--- config.mk ---
export PLATFORM = sky130hd
export DESIGN_NAME = lsu
export DESIGN_NICKNAME = d
export VERILOG_FILES = /design/src/rtl/lsu_pkg.sv /design/src/rtl/lsu_align.sv /design/src/rtl/lsu.sv
export SDC_FILE = /design/constraint.sdc
export NUM_CORES = 1
export LEC_CHECK = 0
export BUFFER_PORTS_ARGS = -buffer_cell sky130_fd_sc_hd__buf_2
export CAP_MARGIN = 20
export CORE_MARGIN = 2
export CORE_UTILIZATION = 35
export CTS_CLUSTER_DIAMETER = 120
export DETAILED_ROUTE_END_ITERATION = 6
export PLACE_DENSITY = 0.69
export SYNTH_ARGS = -nofsm -noshare
export SYNTH_HDL_FRONTEND = slang
export SYNTH_SLANG_ARGS = --single-unit
export TNS_END_PERCENT = 10
--- constraint.sdc ---
create_clock -name clk -period 2.4 [get_ports clk]
set_clock_uncertainty 0.2 [all_clocks]
set_input_delay 0.24 -clock clk [delete_from_list [all_inputs] [get_ports clk]]
set_output_delay 0.24 -clock clk [all_outputs]
set_load 0.1 [all_outputs]
--- src/rtl/lsu_pkg.sv ---
// Shared types and constants for the load/store unit: FSM states,
// RISC-V load/store funct3 encodings and the access legality check.
package lsu_pkg;

  typedef enum logic [1:0] {
    S_IDLE = 2'd0,
    S_REQ  = 2'd1,
    S_WAIT = 2'd2,
    S_RESP = 2'd3
  } state_t;

  // Load encodings
  localparam logic [2:0] F3_LB  = 3'b000;
  localparam logic [2:0] F3_LH  = 3'b001;
  localparam logic [2:0] F3_LW  = 3'b010;
  localparam logic [2:0] F3_LBU = 3'b100;
  localparam logic [2:0] F3_LHU = 3'b101;

  // Store encodings
  localparam logic [2:0] F3_SB  = 3'b000;
  localparam logic [2:0] F3_SH  = 3'b001;
  localparam logic [2:0] F3_SW  = 3'b010;

  // True when the access must be rejected without touching memory:
  // an encoding that does not exist for this direction, or a half/word
  // access that is not naturally aligned.
  function automatic logic access_err(input logic       is_store,
                                      input logic [2:0] f3,
                                      input logic [1:0] addr_lo);
    logic illegal;
    logic misaligned;
    if (is_store) begin
      illegal = !(f3 inside {F3_SB, F3_SH, F3_SW});
    end else begin
      illegal = !(f3 inside {F3_LB, F3_LH, F3_LW, F3_LBU, F3_LHU});
    end
    case (f3[1:0])
      2'b01:   misaligned = addr_lo[0];
      2'b10:   misaligned = (addr_lo != 2'b00);
      default: misaligned = 1'b0;
    endcase
    return illegal || misaligned;
  endfunction

endpackage

--- src/rtl/lsu_align.sv ---
// Byte-lane logic: store strobes and lane replication, load lane
// extraction with sign/zero extension. Purely combinational.
module lsu_align
  import lsu_pkg::*;
(
  input  logic [2:0]  funct3,
  input  logic [1:0]  addr_lo,
  input  logic [31:0] wdata,
  input  logic [31:0] rdata,
  output logic [3:0]  wmask,
  output logic [31:0] wdata_lanes,
  output logic [31:0] load_val
);

  // The addressed byte/half is moved down to bit 0 before extension.
  logic [31:0] shifted;
  assign shifted = rdata >> {addr_lo, 3'b000};

  // Size decode: funct3[1:0] selects width, funct3[2] selects unsigned.
  always_comb begin
    wmask       = 4'b1111;
    wdata_lanes = wdata;
    load_val    = rdata;
    case (funct3[1:0])
      2'b00: begin
        wmask       = 4'b0001 << addr_lo;
        wdata_lanes = {4{wdata[7:0]}};
        load_val    = funct3[2] ? {24'd0, shifted[7:0]}
                                : {{24{shifted[7]}}, shifted[7:0]};
      end
      2'b01: begin
        wmask       = 4'b0011 << addr_lo;
        wdata_lanes = {2{wdata[15:0]}};
        load_val    = funct3[2] ? {16'd0, shifted[15:0]}
                                : {{16{shifted[15]}}, shifted[15:0]};
      end
      default: begin
        wmask       = 4'b1111;
        wdata_lanes = wdata;
        load_val    = rdata;
      end
    endcase
  end

endmodule

--- src/rtl/lsu.sv ---
// Load/store unit: accepts one op at a time from the execute stage,
// issues a single word-aligned memory request, waits (with timeout) for
// the response and hands the result to writeback.
module lsu
  import lsu_pkg::*;
#(
  parameter int TIMEOUT = 255
) (
  input  logic        clk,
  input  logic        rst,
  input  logic        in_valid,
  output logic        in_ready,
  input  logic        mem_read,
  input  logic        mem_write,
  input  logic [2:0]  funct3,
  input  logic [31:0] addr,
  input  logic [31:0] wdata,
  output logic        mem_req_valid,
  input  logic        mem_req_ready,
  output logic        mem_req_wen,
  output logic [31:0] mem_req_addr,
  output logic [31:0] mem_req_wdata,
  output logic [3:0]  mem_req_wmask,
  input  logic        mem_rsp_valid,
  output logic        mem_rsp_ready,
  input  logic [31:0] mem_rsp_rdata,
  output logic        out_valid,
  input  logic        out_ready,
  output logic [31:0] load_data,
  output logic        out_err
);

  // Counter only needs to reach TIMEOUT-1: the last WAIT cycle is the
  // one where the count equals TIMEOUT-1.
  localparam int CW = (TIMEOUT > 2) ? $clog2(TIMEOUT) : 1;
  localparam logic [CW-1:0] LAST = CW'(TIMEOUT - 1);

  state_t       state_reg, state_next;
  logic [31:0]  addr_reg;
  logic [31:0]  wdata_reg;
  logic [2:0]   funct3_reg;
  logic         is_load_reg;
  logic         is_store_reg;
  logic [31:0]  load_data_reg;
  logic         err_reg;
  logic [CW-1:0] count_reg;

  logic         op_err;
  logic         is_mem_op;
  logic [3:0]   align_wmask;
  logic [31:0]  align_wdata;
  logic [31:0]  align_load;

  // A write flag wins over a read flag, so the legality check uses the
  // store rules whenever mem_write is set.
  assign is_mem_op = mem_read || mem_write;
  assign op_err    = is_mem_op && access_err(mem_write, funct3, addr[1:0]);

  lsu_align u_align (
    .funct3      (funct3_reg),
    .addr_lo     (addr_reg[1:0]),
    .wdata       (wdata_reg),
    .rdata       (mem_rsp_rdata),
    .wmask       (align_wmask),
    .wdata_lanes (align_wdata),
    .load_val    (align_load)
  );

  // State register.
  always_ff @(posedge clk) begin
    if (rst) state_reg <= S_IDLE;
    else     state_reg <= state_next;
  end

  // Next-state and handshake outputs.
  always_comb begin
    state_next    = state_reg;
    in_ready      = 1'b0;
    mem_req_valid = 1'b0;
    mem_rsp_ready = 1'b0;
    out_valid     = 1'b0;
    case (state_reg)
      S_IDLE: begin
        in_ready = 1'b1;
        if (in_valid) begin
          state_next = (is_mem_op && !op_err) ? S_REQ : S_RESP;
        end
      end
      S_REQ: begin
        mem_req_valid = 1'b1;
        if (mem_req_ready) state_next = S_WAIT;
      end
      S_WAIT: begin
        mem_rsp_ready = 1'b1;
        if (mem_rsp_valid || (count_reg == LAST)) state_next = S_RESP;
      end
      S_RESP: begin
        out_valid = 1'b1;
        if (out_ready) state_next = S_IDLE;
      end
      default: state_next = S_IDLE;
    endcase
  end

  // Op capture, response capture and timeout counting.
  always_ff @(posedge clk) begin
    if (rst) begin
      addr_reg      <= '0;
      wdata_reg     <= '0;
      funct3_reg    <= '0;
      is_load_reg   <= 1'b0;
      is_store_reg  <= 1'b0;
      load_data_reg <= '0;
      err_reg       <= 1'b0;
      count_reg     <= '0;
    end else begin
      case (state_reg)
        S_IDLE: begin
          if (in_valid) begin
            addr_reg      <= addr;
            wdata_reg     <= wdata;
            funct3_reg    <= funct3;
            is_store_reg  <= mem_write;
            is_load_reg   <= mem_read && !mem_write;
            load_data_reg <= '0;
            err_reg       <= op_err;
            count_reg     <= '0;
          end
        end
        S_WAIT: begin
          if (mem_rsp_valid) begin
            load_data_reg <= is_load_reg ? align_load : 32'd0;
            err_reg       <= 1'b0;
          end else if (count_reg == LAST) begin
            load_data_reg <= '0;
            err_reg       <= 1'b1;
          end else begin
            count_reg <= count_reg + 1'b1;
          end
        end
        default: ;
      endcase
    end
  end

  // Request fields come straight from the captured op, so they cannot
  // change while the request is stalled. Reads drive no strobes/data.
  assign mem_req_addr  = {addr_reg[31:2], 2'b00};
  assign mem_req_wen   = is_store_reg;
  assign mem_req_wmask = is_store_reg ? align_wmask : 4'b0000;
  assign mem_req_wdata = is_store_reg ? align_wdata : 32'd0;
  assign load_data     = load_data_reg;
  assign out_err       = err_reg;

endmodule
# Word-level counts from Yosys, hierarchy flattened
# Cells that the tools add are included.
[totals] register_bits=112 input_bits=107 output_inout_bits=106 elab_cells=84
[op_classes] n_addsub=1 n_eq_ne=18 n_shift=3 muxes=32 reduce_logical=21
[ops] operator="$mux 32" n=7
[ops] operator="$pmux 32 s2" n=3
[ops] operator="$shr 32x5->16" n=1
[ops] operator="$mux 8" n=3
[ops] operator="$pmux 8 s2" n=1
[ops] operator="$ne 2x2->1 const B" n=6
[ops] operator="$mux 2" n=5
[ops] operator="$add 8x1->8 const B" n=1
[ops] operator="$eq 8x8->1 const B" n=1
[ops] operator="$mux 1" n=8
[ops] operator="$pmux 2 s4" n=1
[ops] operator="$pmux 4 s2" n=1
[ops] operator="$reduce_and 4->1" n=2
[ops] operator="$eq 2x1->1 const B" n=3
[ops] operator="$eq 2x2->1 const B" n=3
[ops] operator="$eq 3x3->1 const B" n=2
[ops] operator="$reduce_bool 5->1" n=1
[ops] operator="$logic_not 1->1" n=4
[ops] operator="$logic_not 2->1" n=2
[ops] operator="$mux 4" n=1
[ops] operator="$pmux 1 s2" n=2
[ops] operator="$reduce_bool 2->1" n=2
[ops] operator="$shl 1x2->4 const A" n=1
[ops] operator="$shl 2x2->4 const A" n=1
[ops] operator="9 further kinds" n=13

# Depth between registers and ports, before layout
[logic_depth] word_depth=11 ltp_mapped=9 depth_no_buf=6

# Hierarchy
# Synthesis repeated with hierarchy kept, for this count alone.
[unflattened] hier_cells=834 hier_area_um2=6304.8
[by_module_without_submodules] mod="lsu" n_inst=1 cells_each=643 area_per_inst_um2=4968.5 seq_area_each_um2=2242.2
[by_module_without_submodules] mod="lsu_align" n_inst=1 cells_each=191 area_per_inst_um2=1336.3 seq_area_each_um2=0.0

# Least setup slack after synthesis
# No wires, ideal clock.
[synth_path] kind="reg-to-output" from="register is_store_reg (netlist: mem_req_wen)" to="output port mem_req_wdata[14]" t_arrival_ns=3.669 required_ns=1.960 slack_ns=-1.709 stages_incl_launch_ff=4 n_path_buf=2 path_cell_list="dfxtp_1 clkbuf_1 clkbuf_1 a21boi_0"
[synth_via] elab_chain_cells=1
[synth_lines] item="start, declared" line_no="lsu.sv:43" rtl="logic is_store_reg;"
[synth_lines] item="start signal, assigned" line_no="lsu.sv:123" rtl="is_store_reg <= mem_write;"
[synth_lines] item="$mux 32" line_no="lsu.sv:151" rtl="assign mem_req_wdata = is_store_reg ? align_wdata : 32'd0;"
[synth_lines] item="end, declared" line_no="lsu.sv:22" rtl="output logic [31:0] mem_req_wdata,"
# No other way between the ends.

# Worst setup path in the final report
[layout_path] from="register addr_reg[1]" to="output port mem_req_wmask[2]"
[layout_via] elab_chain_cells=3 word_cells_on_any_way=4
[layout_lines] item="start, declared" line_no="lsu.sv:39" rtl="logic [31:0] addr_reg;"
[layout_lines] item="start signal, assigned" line_no="lsu.sv:120" rtl="addr_reg <= addr;"
[layout_lines] item="$shl 2x2->4 / $shl 1x2->4 (equally long branches)" line_no="lsu_align.sv:32, lsu_align.sv:26"
[layout_lines] item="$pmux 4 s2 (*)" line_no="lsu_align.sv:24" rtl="case (funct3[1:0])"
[layout_lines] item="$mux 4 (*)" line_no="lsu.sv:150" rtl="assign mem_req_wmask = is_store_reg ? align_wmask : 4'b0000;"
[layout_lines] item="end, declared" line_no="lsu.sv:23" rtl="output logic [3:0] mem_req_wmask,"
# Mark *: on every way between the ends. The rest lies on a longest branch, timed or not.

==> flow_metrics.env <==
export IMPL_hpwl_mm=12.83
export IMPL_p_per_area_mw_per_mm2=812.3
export IMPL_ys_top_cells_by_area="dfxtp_1, nand2_1, a21oi_1"
export IMPL_drt_wirelength_per_cell_um=15.85
export IMPL_grt_start_max_net_pins=63
export IMPL_vias=5970
export IMPL_ys_warn_count=0
export IMPL_fp_dieW_um=131.7
export IMPL_peakVddDrop_mv=0.6026
export IMPL_start_util_pct=35.92
export IMPL_async_flop_share_pct=0
export IMPL_synth_top_area_share_pct=39.29
export IMPL_dp_slack_ns=0.03282
export IMPL_num_rows=46
export IMPL_drtIter0Drc=310
export IMPL_post_route_util_pct=53.92
export IMPL_syn_avg_cell_area_sq_um=8.038
export IMPL_viasPerCell=5.025
export IMPL_ys_ff_latch=112
export IMPL_grt_pass1_wl_mm=30.05
export IMPL_antenna_found_initial=0
export IMPL_io_pins=213
export IMPL_htreeDepth=3
export IMPL_critPathKind="register to primary output"
export IMPL_crit_chain="nor2b_1, buf_4, a211oi_1, nor2b_4, buf_12"
export IMPL_drive_above_1_share_pct=29.94
export IMPL_n_antenna_cell=0
export IMPL_clock_root_buffer="clkbuf_16"
export IMPL_timing_final_ws_setup_ns=0.1730
export IMPL_grt_pass1_vias=5787
export IMPL_fin_crit_sh_pct=92.79
export IMPL_cp_start_kind="register"
export IMPL_wirelength_mm=18.84
export IMPL_die_y_um=131.7
export IMPL_cts_sinks=112
export IMPL_max_slew_margin_pct=56.09
export IMPL_dieArea_sq_mm=0.01734
export IMPL_maxCapViolCount=0
export IMPL_grt_setup_unrepaired="no"
export IMPL_synth_edff_count=0
export IMPL_max_stage_delay_ns=0.50
export IMPL_status="finished, final reports clean"
export IMPL_yosysSeqAreaShare_pct=39.29
export IMPL_fin_crit_ns=2.227
export IMPL_hold_viol_final=0
export IMPL_syn2layout_area_growth_pct=50.10
export IMPL_critPathSlowestCell="dfxtp_1"
export IMPL_synth_cell_types=56
export IMPL_cp_data_required_time_ns=1.96
export IMPL_detail_route_antenna_nets=0
export IMPL_hold_class="primary input to register"
export IMPL_hold_slack_ns=0.05266
export IMPL_gp_congestion=0.8607
export IMPL_clk_latency_ns=0.35
export IMPL_critPathMaxFanout=9
export IMPL_layout_nets=1083
export IMPL_synth_ff_type="dfxtp_1"
export IMPL_numCtsBuffers=9
export IMPL_tritoncts="done"
export IMPL_drc=0
export IMPL_grt_overflow=0
export IMPL_clock_path_buffers=2
export IMPL_dr_pass1_iters=4
export IMPL_timing_reg2reg_setup_slack_ns=0.18
export IMPL_synth_area_sq_mm=0.005707
export IMPL_worst_pin_slew_ns=0.6587
export IMPL_worstPathArrival_ns=1.79
export IMPL_core_sq_mm=0.01589
export IMPL_port_buffers=210
export IMPL_grt_usage_pct=21.40
export IMPL_final_area_sq_mm=0.008566
export IMPL_placed_area_sq_mm=0.007338
export IMPL_synth_cells=710
export IMPL_synth_largest_area_cell="dfxtp_1"
export IMPL_p_leak_nw=3.684
export IMPL_stdcell_count=1188
export IMPL_clk_pin_slew_ns=0.08
export IMPL_dpl_cell_count=1080
export IMPL_timing_fmax_mhz=449.0
export IMPL_setup_viol=0
export IMPL_drv_slew=0
export IMPL_crit_path_end_kind="primary output"
routing by layer:
layer / part of all wire (%) / track usage, % / vias up
met4: 2.1 / 5.254 / 0
met5: 0 / 0 / -
met2: 49 / 37.14 / 218
li1: - / - / 2926
met1: 41 / 25.39 / 2799
met3: 7.4 / 7.176 / 27
final timing paths:
check / from / to / depth (start not counted)
max: addr_reg[1] / mem_req_wmask[2] / 5
max reg2reg: state_reg[0] / count_reg[7] / 6
min reg2reg: addr_reg[14] / addr_reg[14] / 2
min: mem_rsp_rdata[1] / load_data[1] / 3
cells by family after synthesis:
logic type                 count (synthesis)  share of synthesized area (%)
AOI/OAI and AO/OA                        191                          22.43
xor gates and xnor gates                   1                         0.1535
adders and majority gates                  9                          1.973
buffers and inverters                     88                          8.288
DFF                                      112                          39.29
muxes                                     24                          4.495
other                                      1                        0.06571
and+or+nand+nor                          284                          23.31
placed cells by master, fill, tap and decap left out, types with 6 or more instances in the layout:
cell	n
nor2_1	16
nand2_1	175
o211a_1	8
dfxtp_1	110
buf_2	181
a21oi_1	95
dlygate4sd3_1	91
buf_12	30
a22oi_1	7
buf_4	22
clkbuf_16	9
nor2b_4	10
a221o_1	19
mux2i_1	20
and2_1	8
ha_1	7
nor2b_1	27
inv_1	9
nand2b_1	9
o21ai_0	17
a21boi_2	6
worst max-delay path, delay by kind of cell, from the launching register on:
kind                   cells  cell delay [ns]
and+or+nand+nor            2             0.19
AOI/OAI and AO/OA          1             0.39
buffers and inverters      2             0.34
DFF                        1             0.50
per-stage QoR:
step | total power [mW] | TNS [ns]
2_1_floorplan | 4.760 | -4.977
3_3_place_gp | 5.372 | 0
3_5_place_dp | 5.399 | 0
4_1_cts | 7.002 | 0
5_1_grt | 7.325 | 0
6_report | 6.958 | 0
area by class of cell:
cell class | instances | area, sq um
fillers | 1477 | 7320
well taps | 216 | 270.3
clock buffers | 9 | 225.2
flip-flops and latches | 112 | 2245
clock inverters | 7 | 62.56
inverters | 9 | 33.78
multi-input cells | 511 | 3147
repair buffers | 324 | 2582
where the power goes:
part | leakage (nW) | internal (mW) | switching, mW | total [mW]
logic | 2.63 | 0.898 | 2.31 | 3.21
registers | 0.913 | 2.09 | 0.186 | 2.28
clock network | 0.139 | 0.728 | 0.746 | 1.47
total | 3.68 | 3.72 | 3.24 | 6.96
synthesized netlist by cell type, drive strengths merged, types with 4 or more instances:
cell / count
mux2i: 20
nand2: 176
nand3b: 4
nor3b: 4
buf: 45
clkbuf: 34
dfxtp: 112
nor2b: 37
nor2: 18
inv: 9
a221o: 19
o211ai: 4
ha: 9
a21oi: 96
a21boi: 9
o211a: 8
or3: 6
a22oi: 7
and2: 11
nor3: 5
a211o: 5
o2bb2ai: 4
o21ai: 18
and3b: 4
nand2b: 9
timing repair:
action,in CTS,in global routing
endpoints found under the hold margin,91,0
gates resized for setup,0,3
buffers inserted,0,1
setup endpoints to repair,0,20
hold buffers,91,0
(Power assumes the default switching activity.)
